--- src/rtl/unidir_bus_rr_pkg.sv ---
// Shared definitions for the unidirectional bus blocks: ID-width helper
// and the bus-ID width macro built on it.
`ifndef UNIDIR_BUS_RR_PKG_SV
`define UNIDIR_BUS_RR_PKG_SV

package unidir_bus_rr_pkg;

    // Ceiling log2 with a floor of 1 so a two-source bus still gets a 1-bit ID.
    function automatic int clog2_min1(input int n);
        int w;
        w = 1;
        while ((1 << w) < n) begin
            w = w + 1;
        end
        return w;
    endfunction

endpackage

`define UBR_ID_W(n) unidir_bus_rr_pkg::clog2_min1(n)

`endif

--- src/rtl/unidir_bus_rr_arbiter.sv ---
// Combinational round-robin arbiter: scans from ptr upwards with explicit
// wrap at NSRC-1, so IDs >= NSRC are never produced.
module rr_arbiter
    import unidir_bus_rr_pkg::*;
#(
    parameter  int NSRC  = 4,
    localparam int SRC_W = `UBR_ID_W(NSRC)
) (
    input  logic [NSRC-1:0]  req,
    input  logic [SRC_W-1:0] ptr,
    input  logic             enable,
    output logic [NSRC-1:0]  gnt,
    output logic [SRC_W-1:0] gnt_idx,
    output logic             any_gnt
);

    logic [SRC_W:0] idx_s;
    logic           found_s;

    // Priority scan starting at ptr; first requester wins, grant gated by enable.
    always_comb begin
        gnt     = '0;
        gnt_idx = '0;
        any_gnt = 1'b0;
        found_s = 1'b0;
        idx_s   = '0;
        for (int k = 0; k < NSRC; k++) begin
            idx_s = {1'b0, ptr} + (SRC_W+1)'(k);
            if (idx_s >= (SRC_W+1)'(NSRC)) begin
                idx_s = idx_s - (SRC_W+1)'(NSRC);
            end else begin
                idx_s = idx_s;
            end
            if (!found_s && req[idx_s[SRC_W-1:0]]) begin
                found_s = 1'b1;
                gnt_idx = idx_s[SRC_W-1:0];
            end else begin
                found_s = found_s;
            end
        end
        any_gnt = found_s & enable;
        if (any_gnt) begin
            gnt[gnt_idx] = 1'b1;
        end else begin
            gnt = '0;
        end
    end

endmodule

--- src/rtl/unidir_bus_rr.sv ---
// Multi-source unidirectional bus: round-robin arbitration onto one registered
// output word with valid/ready on both sides and a wrapping transfer counter.
module unidir_bus_rr
    import unidir_bus_rr_pkg::*;
#(
    parameter  int WIDTH = 4,
    parameter  int NSRC  = 4,
    parameter  int CNT_W = 16,
    localparam int SRC_W = `UBR_ID_W(NSRC)
) (
    input  logic                  clk,
    input  logic                  rst,
    input  logic                  en,
    input  logic [NSRC-1:0]       src_valid,
    input  logic [NSRC*WIDTH-1:0] src_data,
    output logic [NSRC-1:0]       src_ready,
    output logic                  bus_valid,
    output logic [WIDTH-1:0]      bus_data,
    output logic [SRC_W-1:0]      bus_src,
    input  logic                  bus_ready,
    output logic [CNT_W-1:0]      xfer_count
);

    logic             load_en_s;
    logic [NSRC-1:0]  gnt_s;
    logic [SRC_W-1:0] gnt_idx_s;
    logic             any_gnt_s;
    logic [SRC_W-1:0] ptr_next_s;
    logic [WIDTH-1:0] win_data_s;

    logic             bus_valid_r;
    logic [WIDTH-1:0] bus_data_r;
    logic [SRC_W-1:0] bus_src_r;
    logic [SRC_W-1:0] ptr_r;
    logic [CNT_W-1:0] xfer_r;

    // A new word may load only when the bus slot is free or retiring this cycle.
    always_comb begin
        load_en_s = en & (~bus_valid_r | bus_ready) & ~rst;
    end

    rr_arbiter #(.NSRC(NSRC)) u_arb (
        .req     (src_valid),
        .ptr     (ptr_r),
        .enable  (load_en_s),
        .gnt     (gnt_s),
        .gnt_idx (gnt_idx_s),
        .any_gnt (any_gnt_s)
    );

    // Winner data mux and pointer advance with explicit wrap for non-power-of-two NSRC.
    always_comb begin
        win_data_s = '0;
        for (int i = 0; i < NSRC; i++) begin
            if (gnt_idx_s == SRC_W'(i)) begin
                win_data_s = src_data[i*WIDTH +: WIDTH];
            end else begin
                win_data_s = win_data_s;
            end
        end
        if (gnt_idx_s == SRC_W'(NSRC-1)) begin
            ptr_next_s = '0;
        end else begin
            ptr_next_s = gnt_idx_s + SRC_W'(1);
        end
    end

    // Bus word, pointer and transfer counter; idle bus is forced to zero.
    always_ff @(posedge clk) begin
        if (rst) begin
            bus_valid_r <= 1'b0;
            bus_data_r  <= '0;
            bus_src_r   <= '0;
            ptr_r       <= '0;
            xfer_r      <= '0;
        end else begin
            if (bus_valid_r & bus_ready) begin
                xfer_r <= xfer_r + CNT_W'(1);
            end else begin
                xfer_r <= xfer_r;
            end
            if (any_gnt_s) begin
                bus_valid_r <= 1'b1;
                bus_data_r  <= win_data_s;
                bus_src_r   <= gnt_idx_s;
                ptr_r       <= ptr_next_s;
            end else if (~bus_valid_r | bus_ready) begin
                bus_valid_r <= 1'b0;
                bus_data_r  <= '0;
                bus_src_r   <= bus_src_r;
                ptr_r       <= ptr_r;
            end else begin
                bus_valid_r <= bus_valid_r;
                bus_data_r  <= bus_data_r;
                bus_src_r   <= bus_src_r;
                ptr_r       <= ptr_r;
            end
        end
    end

    assign src_ready  = gnt_s;
    assign bus_valid  = bus_valid_r;
    assign bus_data   = bus_data_r;
    assign bus_src    = bus_src_r;
    assign xfer_count = xfer_r;

endmodule

--- config.mk ---
export PLATFORM = sky130hd
export DESIGN_NAME = unidir_bus_rr
export DESIGN_NICKNAME = d
export VERILOG_FILES = /design/src/rtl/unidir_bus_rr_pkg.sv /design/src/rtl/unidir_bus_rr_arbiter.sv /design/src/rtl/unidir_bus_rr.sv
export SDC_FILE = /design/constraint.sdc
export NUM_CORES = 1
export LEC_CHECK = 0
export CORE_MARGIN = 2
export CORE_UTILIZATION = 39
export DETAILED_ROUTE_END_ITERATION = 6
export PLACE_DENSITY = 0.75
export SYNTH_ARGS = -nofsm -noshare
export SYNTH_HDL_FRONTEND = slang
export SYNTH_HIERARCHICAL = 1
export SYNTH_SLANG_ARGS = --single-unit
--- constraint.sdc ---
create_clock -name clk -period 2.4 [get_ports clk]
set_input_delay 0.72 -clock clk [delete_from_list [all_inputs] [get_ports clk]]
set_output_delay 0.72 -clock clk [all_outputs]
set_load 0.02 [all_outputs]
==> results by group, run 1 <==
Outcome
  – Outcome: complete, but fails checks
  – Failing checks: setup timing

CTS
  – Clock tree from TritonCTS: yes
  – Total CTS buffers: 3
  – Root buffer selected by CTS: sky130_fd_sc_hd__clkbuf_4
  – Hold buffer count at CTS: 0
  – Clock insertion delay at the later pin of the skew report: 310 ps
  – # H-tree levels: 1
  – CTS clock-pin slew for the worst setup and hold paths: around 130 ps
  – CTS max path bufs: 2
  – Count of clock tree sinks: 25

Global route
  – Met1 capacity usage during global routing: 22.8%
  – Combined global-route utilization of all metal layers: roughly a fifth
  – Global-route met2 utilization: 36.0%
  – Met3 layer usage reported by global route: ~1.8%
  – Number of antenna violations at the first check in global routing: 0
  – Wire length of the first global-routing pass: 6270 um
  – Most crowded layer after global routing: met2
  – Vias in the first global route: 1411
  – Pin count of the biggest net entering global routing: 26
  – GRT Residual Overflow: 0

Yosys
  – Post-Synthesis Mean Instance Area: 8.52 um^2
  – Sequential-to-total area share from yosys stat: a little under two fifths
  – Netlist Area Pre-Place: 1360 um^2
  – Synthesized instance count: 160
  – Syn. warnings: 6
  – Fraction of registers with async set or reset after synthesis: 0%
  – Number of distinct library cells after synthesis: 39
  – Number of synthesized flops with an enable pin: 0
  – Mapped Nets: 189
  – Most common flop cell mapped by yosys: sky130_fd_sc_hd__dfxtp_1
  – Synthesized flop and latch total: 25

Job
  – Max Cap Viol: 0

Worst setup path
  – Critical path arrival: approximately 1700 ps
  – CP top delay family: simple AND/OR/NAND/NOR gates
  – WP depth: 6
  – CP max stage delay: between 300 and 400 ps
  – Data required time of the critical path: 1680 ps
  – Critical path, cell by cell: buf_8, nor4_4, nand2b_4, inv_4, and3_4, buf_6
  – Category of the critical setup timing path: in -> out
  – Endpoint class of the critical path: primary output
  – Number of cells on the worst reg-to-reg path: 11
  – Standard cell with the maximum stage delay on the critical path: sky130_fd_sc_hd__nor4_4
  – Max FO, Critical Path: 5
  – CP Buf/Inv Count: 3
  – Nature of the critical path startpoint: primary input

Layout
  – Most common library cell in the layout ignoring fill and taps: sky130_fd_sc_hd__clkdlybuf4s50_1
  – Antenna cells: 0
  – Share of layout cells above drive strength 1: between 20% and 30%
  – Final #Nets: 259
  – Post-Layout Inst Area: between 2000 and 2500 um^2
  – Number of standard cells in the layout, taps in and fillers out: around 280
  – Combined area of the multi-input logic cells: 925 um^2
  – Register area: approximately 500 um^2
  – Layout filler cell count: 290
  – Most used cells in the layout excluding fill and tap cells: sky130_fd_sc_hd__clkdlybuf4s50_1, sky130_fd_sc_hd__dfxtp_1, sky130_fd_sc_hd__nor2_1, sky130_fd_sc_hd__buf_4
  – Area growth from synthesis to layout: 61.9%

Drt
  – Vias after detailed routing: approximately 1400
  – Wirelength, routed: 3790 um
  – DRC violation count after routing: 0
  – Drt first-iter violations: 67
  – Number of iterations in the first detailed-routing pass: 4
  – Final routed wire length divided by cell count: 13.8 um
  – Vias/cell: 5.20
  – Antenna-violating nets left: 0

Die
  – Placeable core area: 3340 um^2
  – Initial Utilization: 40.8%
  – Horizontal die dimension: ~63 um
  – Number of placement rows: 21
  – DIE AREA: 3980 um^2
  – IO Count: 51
  – Chip Height: 63.1 um

Placement
  – Area after detailed placement: roughly 2000 um^2
  – Count of buffers inserted at the top-level ports: 50
  – Detailed placer's ending HPWL: 2750 um
  – Placed insts: 268
  – Place WS: -882 ps
  – Last weighted congestion value of the routability-driven placer: slightly above 0.8

STA
  – Final setup violation count: 3
  – RSZ-0062 raised after global routing: true
  – Final max-slew violation count: 0
  – Total negative slack: -75.9 ps
  – Slew at the pin closest to its max-slew limit: 363 ps
  – WHS: roughly 500 ps
  – Share of the cycle needed by the critical path after routing: 102%
  – Largest clock skew in the final design: 3.67 ps
  – Final min period: 2440 ps
  – Worst path setup slack after routing: -37.5 ps
  – Hold Fails Final Rpt: 0
  – Max Clock Freq: 0.410 GHz
  – Worst slew margin relative to its limit: 75.6%

Power and ir drop
  – Power per unit of standard cell area: about 400 nW/um^2
  – Worst-case vdd ir drop: 0.246 mV
  – Leakage power summed over all cells: 0.818 nW

Min path
  – Instance count along the most critical hold path: 2
  – Type of the tightest min-delay check: reg -> reg
where the power goes:
group          total [mW]  switching, mW  internal [mW]
logic               0.274          0.127          0.146
registers           0.433        0.00794          0.425
clock network       0.184          0.119         0.0648
area by class of cell:
| type | instances | share of cell area (%) |
|---|---|---|
| sequential | 25 | 22.7 |
| inverter | 10 | 1.82 |
| multi-input combinational | 120 | 41.9 |
| timing repair buffer | 70 | 29.7 |
| tap | 46 | 2.61 |
| clock buffer | 4 | 1.19 |
sequential cells by signal, summed over array words and instances (netlist names):
signal,cells
bus_valid,1
xfer_count,16
bus_data,4
ptr_r,2
bus_src,2
worst reg2reg max path: stages (launching register included):
cell	delay, ps
sky130_fd_sc_hd__dfxtp_2	410
sky130_fd_sc_hd__mux2_4	330
sky130_fd_sc_hd__nand2_4	70
sky130_fd_sc_hd__o221ai_4	120
sky130_fd_sc_hd__buf_4	170
sky130_fd_sc_hd__nor2_4	110
sky130_fd_sc_hd__buf_4	150
sky130_fd_sc_hd__ha_4	160
sky130_fd_sc_hd__buf_4	140
sky130_fd_sc_hd__a221oi_2	60
sky130_fd_sc_hd__o311a_1	330
sky130_fd_sc_hd__nor3_1	130
synthesized netlist by cell type (2+ instances only):
master	count	area (um^2)
sky130_fd_sc_hd__nand2_1	12	45.0
sky130_fd_sc_hd__o21ai_0	4	20.0
sky130_fd_sc_hd__clkbuf_1	4	15.0
sky130_fd_sc_hd__dfxtp_1	25	500
sky130_fd_sc_hd__nor2b_1	5	31.3
sky130_fd_sc_hd__xor2_1	4	35.0
sky130_fd_sc_hd__xnor2_1	8	70.1
sky130_fd_sc_hd__a21oi_1	12	60.1
sky130_fd_sc_hd__nor3_1	8	40.0
sky130_fd_sc_hd__a221oi_1	3	26.3
sky130_fd_sc_hd__mux2i_1	4	40.0
sky130_fd_sc_hd__nand4_1	3	18.8
sky130_fd_sc_hd__nor2_1	22	82.6
sky130_fd_sc_hd__nand3_1	4	20.0
sky130_fd_sc_hd__inv_1	9	33.8
sky130_fd_sc_hd__o311a_1	3	30.0
sky130_fd_sc_hd__nor4_1	2	12.5
sky130_fd_sc_hd__a22oi_1	2	15.0
sky130_fd_sc_hd__ha_1	5	62.6
sky130_fd_sc_hd__or3_1	2	12.5
metrics by stage:
| step | power (mW) | utilization (%) |
|---|---|---|
| final | 0.890 | 66.1 |
| after CTS | 0.856 | 63.5 |
| after detailed placement | 0.664 | 61.0 |
| after floorplan | 0.553 | - |
| after global routing | 0.930 | 66.1 |
| after global placement | 0.655 | 61.0 |
final timing paths:
check                                    from  slack [ps]                          end
setup / recovery                 src_valid[0]         -40                 src_ready[2]
hold reg to reg   xfer_count[15]$_SDFFE_PP0P_         510  xfer_count[15]$_SDFFE_PP0P_
hold / removal    xfer_count[15]$_SDFFE_PP0P_         510  xfer_count[15]$_SDFFE_PP0P_
setup reg to reg        ptr_r[1]$_SDFFE_PP0P_         150     bus_data[0]$_SDFFE_PP0P_
repair_timing:
action,CTS,global route
setup buffers,3,0
pin swaps,6,5
hold endpoints to repair,0,0
gates resized for setup,56,29
cloned,0,0
setup endpoints to repair,9,8
routing by layer:
layer | vias up | wire (um) | part of all wire, %
met5 | - | 0 | 0
met4 | 0 | 51 | 1.3
met3 | 4 | 93 | 2.5
met2 | 26 | 2060 | 54
met1 | 699 | 1580 | 42
li1 | 700 | - | -
kinds of logic after synthesis:
kind of cell,synth area share (%)
flip-flops,36.7
AND/OR/NAND/NOR,28.2
buffers and inverters,4.13
adder cells (fa/ha/maj),4.59
AO/OA/AOI/OAI,14.6
XOR/XNOR,7.71
multiplexers,4.04
No activity file was read; power rests on OpenSTA's default activity.
==> run 2, diff against run 1 <==
CORE_UTILIZATION = 44   (was 39)
PLACE_DENSITY = 0.8   (was 0.75)
clock period = 2.7 ns   (was 2.4 ns; I/O delays follow)
==> results by group, run 2 (synthesis results as in run 1) <==
Worst setup path
  – Number of cells on the worst reg-to-reg path: 10
  – Category of the critical setup timing path: in -> out
  – Max FO, Critical Path: 3
  – Cell occurring most often along the worst timing path: sky130_fd_sc_hd__buf_6
  – Critical path, cell by cell: buf_2, buf_6, nor4_4, nand2b_4, inv_2, and3_4, buf_6
  – Standard cell with the maximum stage delay on the critical path: sky130_fd_sc_hd__nor4_4
  – Endpoint class of the critical path: primary output
  – Nature of the critical path startpoint: primary input
  – Critical path arrival: 1820 ps
  – CP max stage delay: 260 ps
  – Data required time of the critical path: ~1900 ps

CTS
  – CTS max path bufs: 2
  – CTS clock-pin slew for the worst setup and hold paths: roughly 140 ps
  – Hold buffer count at CTS: 0
  – Root buffer selected by CTS: sky130_fd_sc_hd__clkbuf_4
  – Clock tree from TritonCTS: yes
  – # H-tree levels: 1
  – Count of clock tree sinks: 25
  – Clock insertion delay at the later pin of the skew report: about 330 ps
  – Total CTS buffers: 3

Global route
  – Wire length of the first global-routing pass: 6290 um
  – Number of antenna violations at the first check in global routing: 0
  – Combined global-route utilization of all metal layers: 23.0%
  – GRT Residual Overflow: 0
  – Vias in the first global route: roughly 1400
  – Pin count of the biggest net entering global routing: 26

Power and ir drop
  – Net switching share of the total power: 28.9%
  – Switching power total: 218 uW
  – Internal power contribution: roughly 540 uW
  – Proportion of power drawn by flip-flops and latches: 51.0%
  – Relative contribution of combinational cells to total power: about a quarter
  – Leakage power summed over all cells: 0.784 nW
  – Part of the power in the clock network: 22.7%
  – Power per unit of standard cell area: 367 nW/um^2
  – Post-route total power: around 750 uW
  – Worst-case vdd ir drop: around 0.23 mV

Layout
  – Layout Utilization: 68.5%
  – Number of standard cells in the layout, taps in and fillers out: 260
  – Flip-flop count of the largest register after layout: 16
  – Share of layout cells above drive strength 1: between 20% and 30%
  – Most common library cell in the layout ignoring fill and taps: sky130_fd_sc_hd__clkdlybuf4s50_1
  – Area growth from synthesis to layout: 51.0%
  – Post-Layout Inst Area: 2060 um^2
  – Layout filler cell count: 251
  – Most used cells in the layout excluding fill and tap cells: sky130_fd_sc_hd__clkdlybuf4s50_1, sky130_fd_sc_hd__dfxtp_1, sky130_fd_sc_hd__nor2_1, sky130_fd_sc_hd__buf_4
  – Antenna cells: 0
  – Final #Nets: 257

Die
  – Initial Utilization: a little under half
  – Chip Height: slightly below 60 um
  – Horizontal die dimension: 59.7 um
  – Placeable core area: roughly 3000 um^2
  – IO Count: between 50 and 60
  – Number of placement rows: 20
  – DIE AREA: 3560 um^2

STA
  – Final setup violation count: 0
  – Hold Fails Final Rpt: 0
  – Max Clock Freq: 0.381 GHz
  – Largest clock skew in the final design: 4.28 ps
  – RSZ-0062 raised after global routing: false
  – Slew at the pin closest to its max-slew limit: approximately 450 ps
  – Share of the cycle needed by the critical path after routing: between 90 and 100%
  – Final max-slew violation count: 0
  – Final min period: 2630 ps
  – Worst slew margin relative to its limit: 70.0%

Placement
  – Last weighted congestion value of the routability-driven placer: 0.810
  – Detailed placer's ending HPWL: approximately 2900 um
  – Count of buffers inserted at the top-level ports: 50
  – Area after detailed placement: around 2000 um^2
  – Placed insts: 253

Drt
  – Vias/cell: 5.36
  – Wirelength, routed: roughly 3700 um
  – Vias after detailed routing: 1393
  – Antenna-violating nets left: 0
  – Final routed wire length divided by cell count: approximately 14 um
  – DRC violation count after routing: 0
  – Drt first-iter violations: 34
  – Number of iterations in the first detailed-routing pass: 5

Job
  – Max Cap Viol: 0

Min path
  – Instance count along the most critical hold path: 2
  – Type of the tightest min-delay check: reg -> reg

Outcome
  – Outcome: finished clean
run 2: critical path, delay by kind of cell:
kind,cells,cell delay (ps)
buf+inv,4,380
simple gates,3,620
run 2: worst paths after layout:
path | endpoint | slack (ps) | startpoint
max | src_ready[2] | 70 | src_valid[3]
min | xfer_count[15]$_SDFFE_PP0P_ | 500 | xfer_count[15]$_SDFFE_PP0P_
max reg2reg | bus_data[3]$_SDFFE_PP0P_ | 330 | ptr_r[1]$_SDFFE_PP0P_
min reg2reg | xfer_count[15]$_SDFFE_PP0P_ | 500 | xfer_count[15]$_SDFFE_PP0P_
run 2: per-layer routing:
| layer | routed length, um | GRT usage, % | vias to the layer above |
|---|---|---|---|
| met5 | 0 | 0 | - |
| met4 | 68 | 6.03 | 0 |
| met3 | 101 | 3.25 | 9 |
| met2 | 2070 | 44.7 | 33 |
| met1 | 1440 | 25.6 | 656 |
| li1 | - | - | 695 |
run 2: timing repair:
action                                  CTS  global route
gates resized for setup                  50             3
endpoints found under the setup margin    7             6
setup buffers                             3             0
pin swaps                                 6             2
endpoints found under the hold margin     0             0
run 2: metrics by stage:
stage,TNS [ps],hold WS (ps),setup WS [ps]
finish,0,504,72.4
CTS,0,503,0.631
global placement,-4130,467,-733
global route,0,525,0.891
detailed placement,-4740,484,-771
floorplan,0,484,110
run 2: final cells by class:
| cell class | instances | area (um^2) | area share, % |
|---|---|---|---|
| Inverter | 10 | 37.5 | 1.82 |
| Clock buffer | 3 | 22.5 | 1.09 |
| Clock inverter | 1 | 5.00 | 0.243 |
| Timing Repair Buffer | 68 | 607 | 29.5 |
| Tap cell | 33 | 41.3 | 2.01 |
| Sequential cell | 25 | 500 | 24.3 |
| Multi-Input combinational cell | 120 | 843 | 41.0 |
run 2: power groups by stage:
| stage | combinational, mW | sequential (mW) | clock [mW] |
|---|---|---|---|
| finish | 0.198 | 0.384 | 0.171 |
| global route | 0.218 | 0.386 | 0.190 |
| CTS | 0.197 | 0.385 | 0.177 |
| detailed placement | 0.191 | 0.393 | 0 |
| global placement | 0.182 | 0.392 | 0 |
| floorplan | 0.0904 | 0.399 | 0 |
==> run 3, diff against run 2 <==
SLEW_MARGIN = 5   (was default)
==> results of run 3 <==
The final DEF is identical to that of run 2; final timing and power are the same.
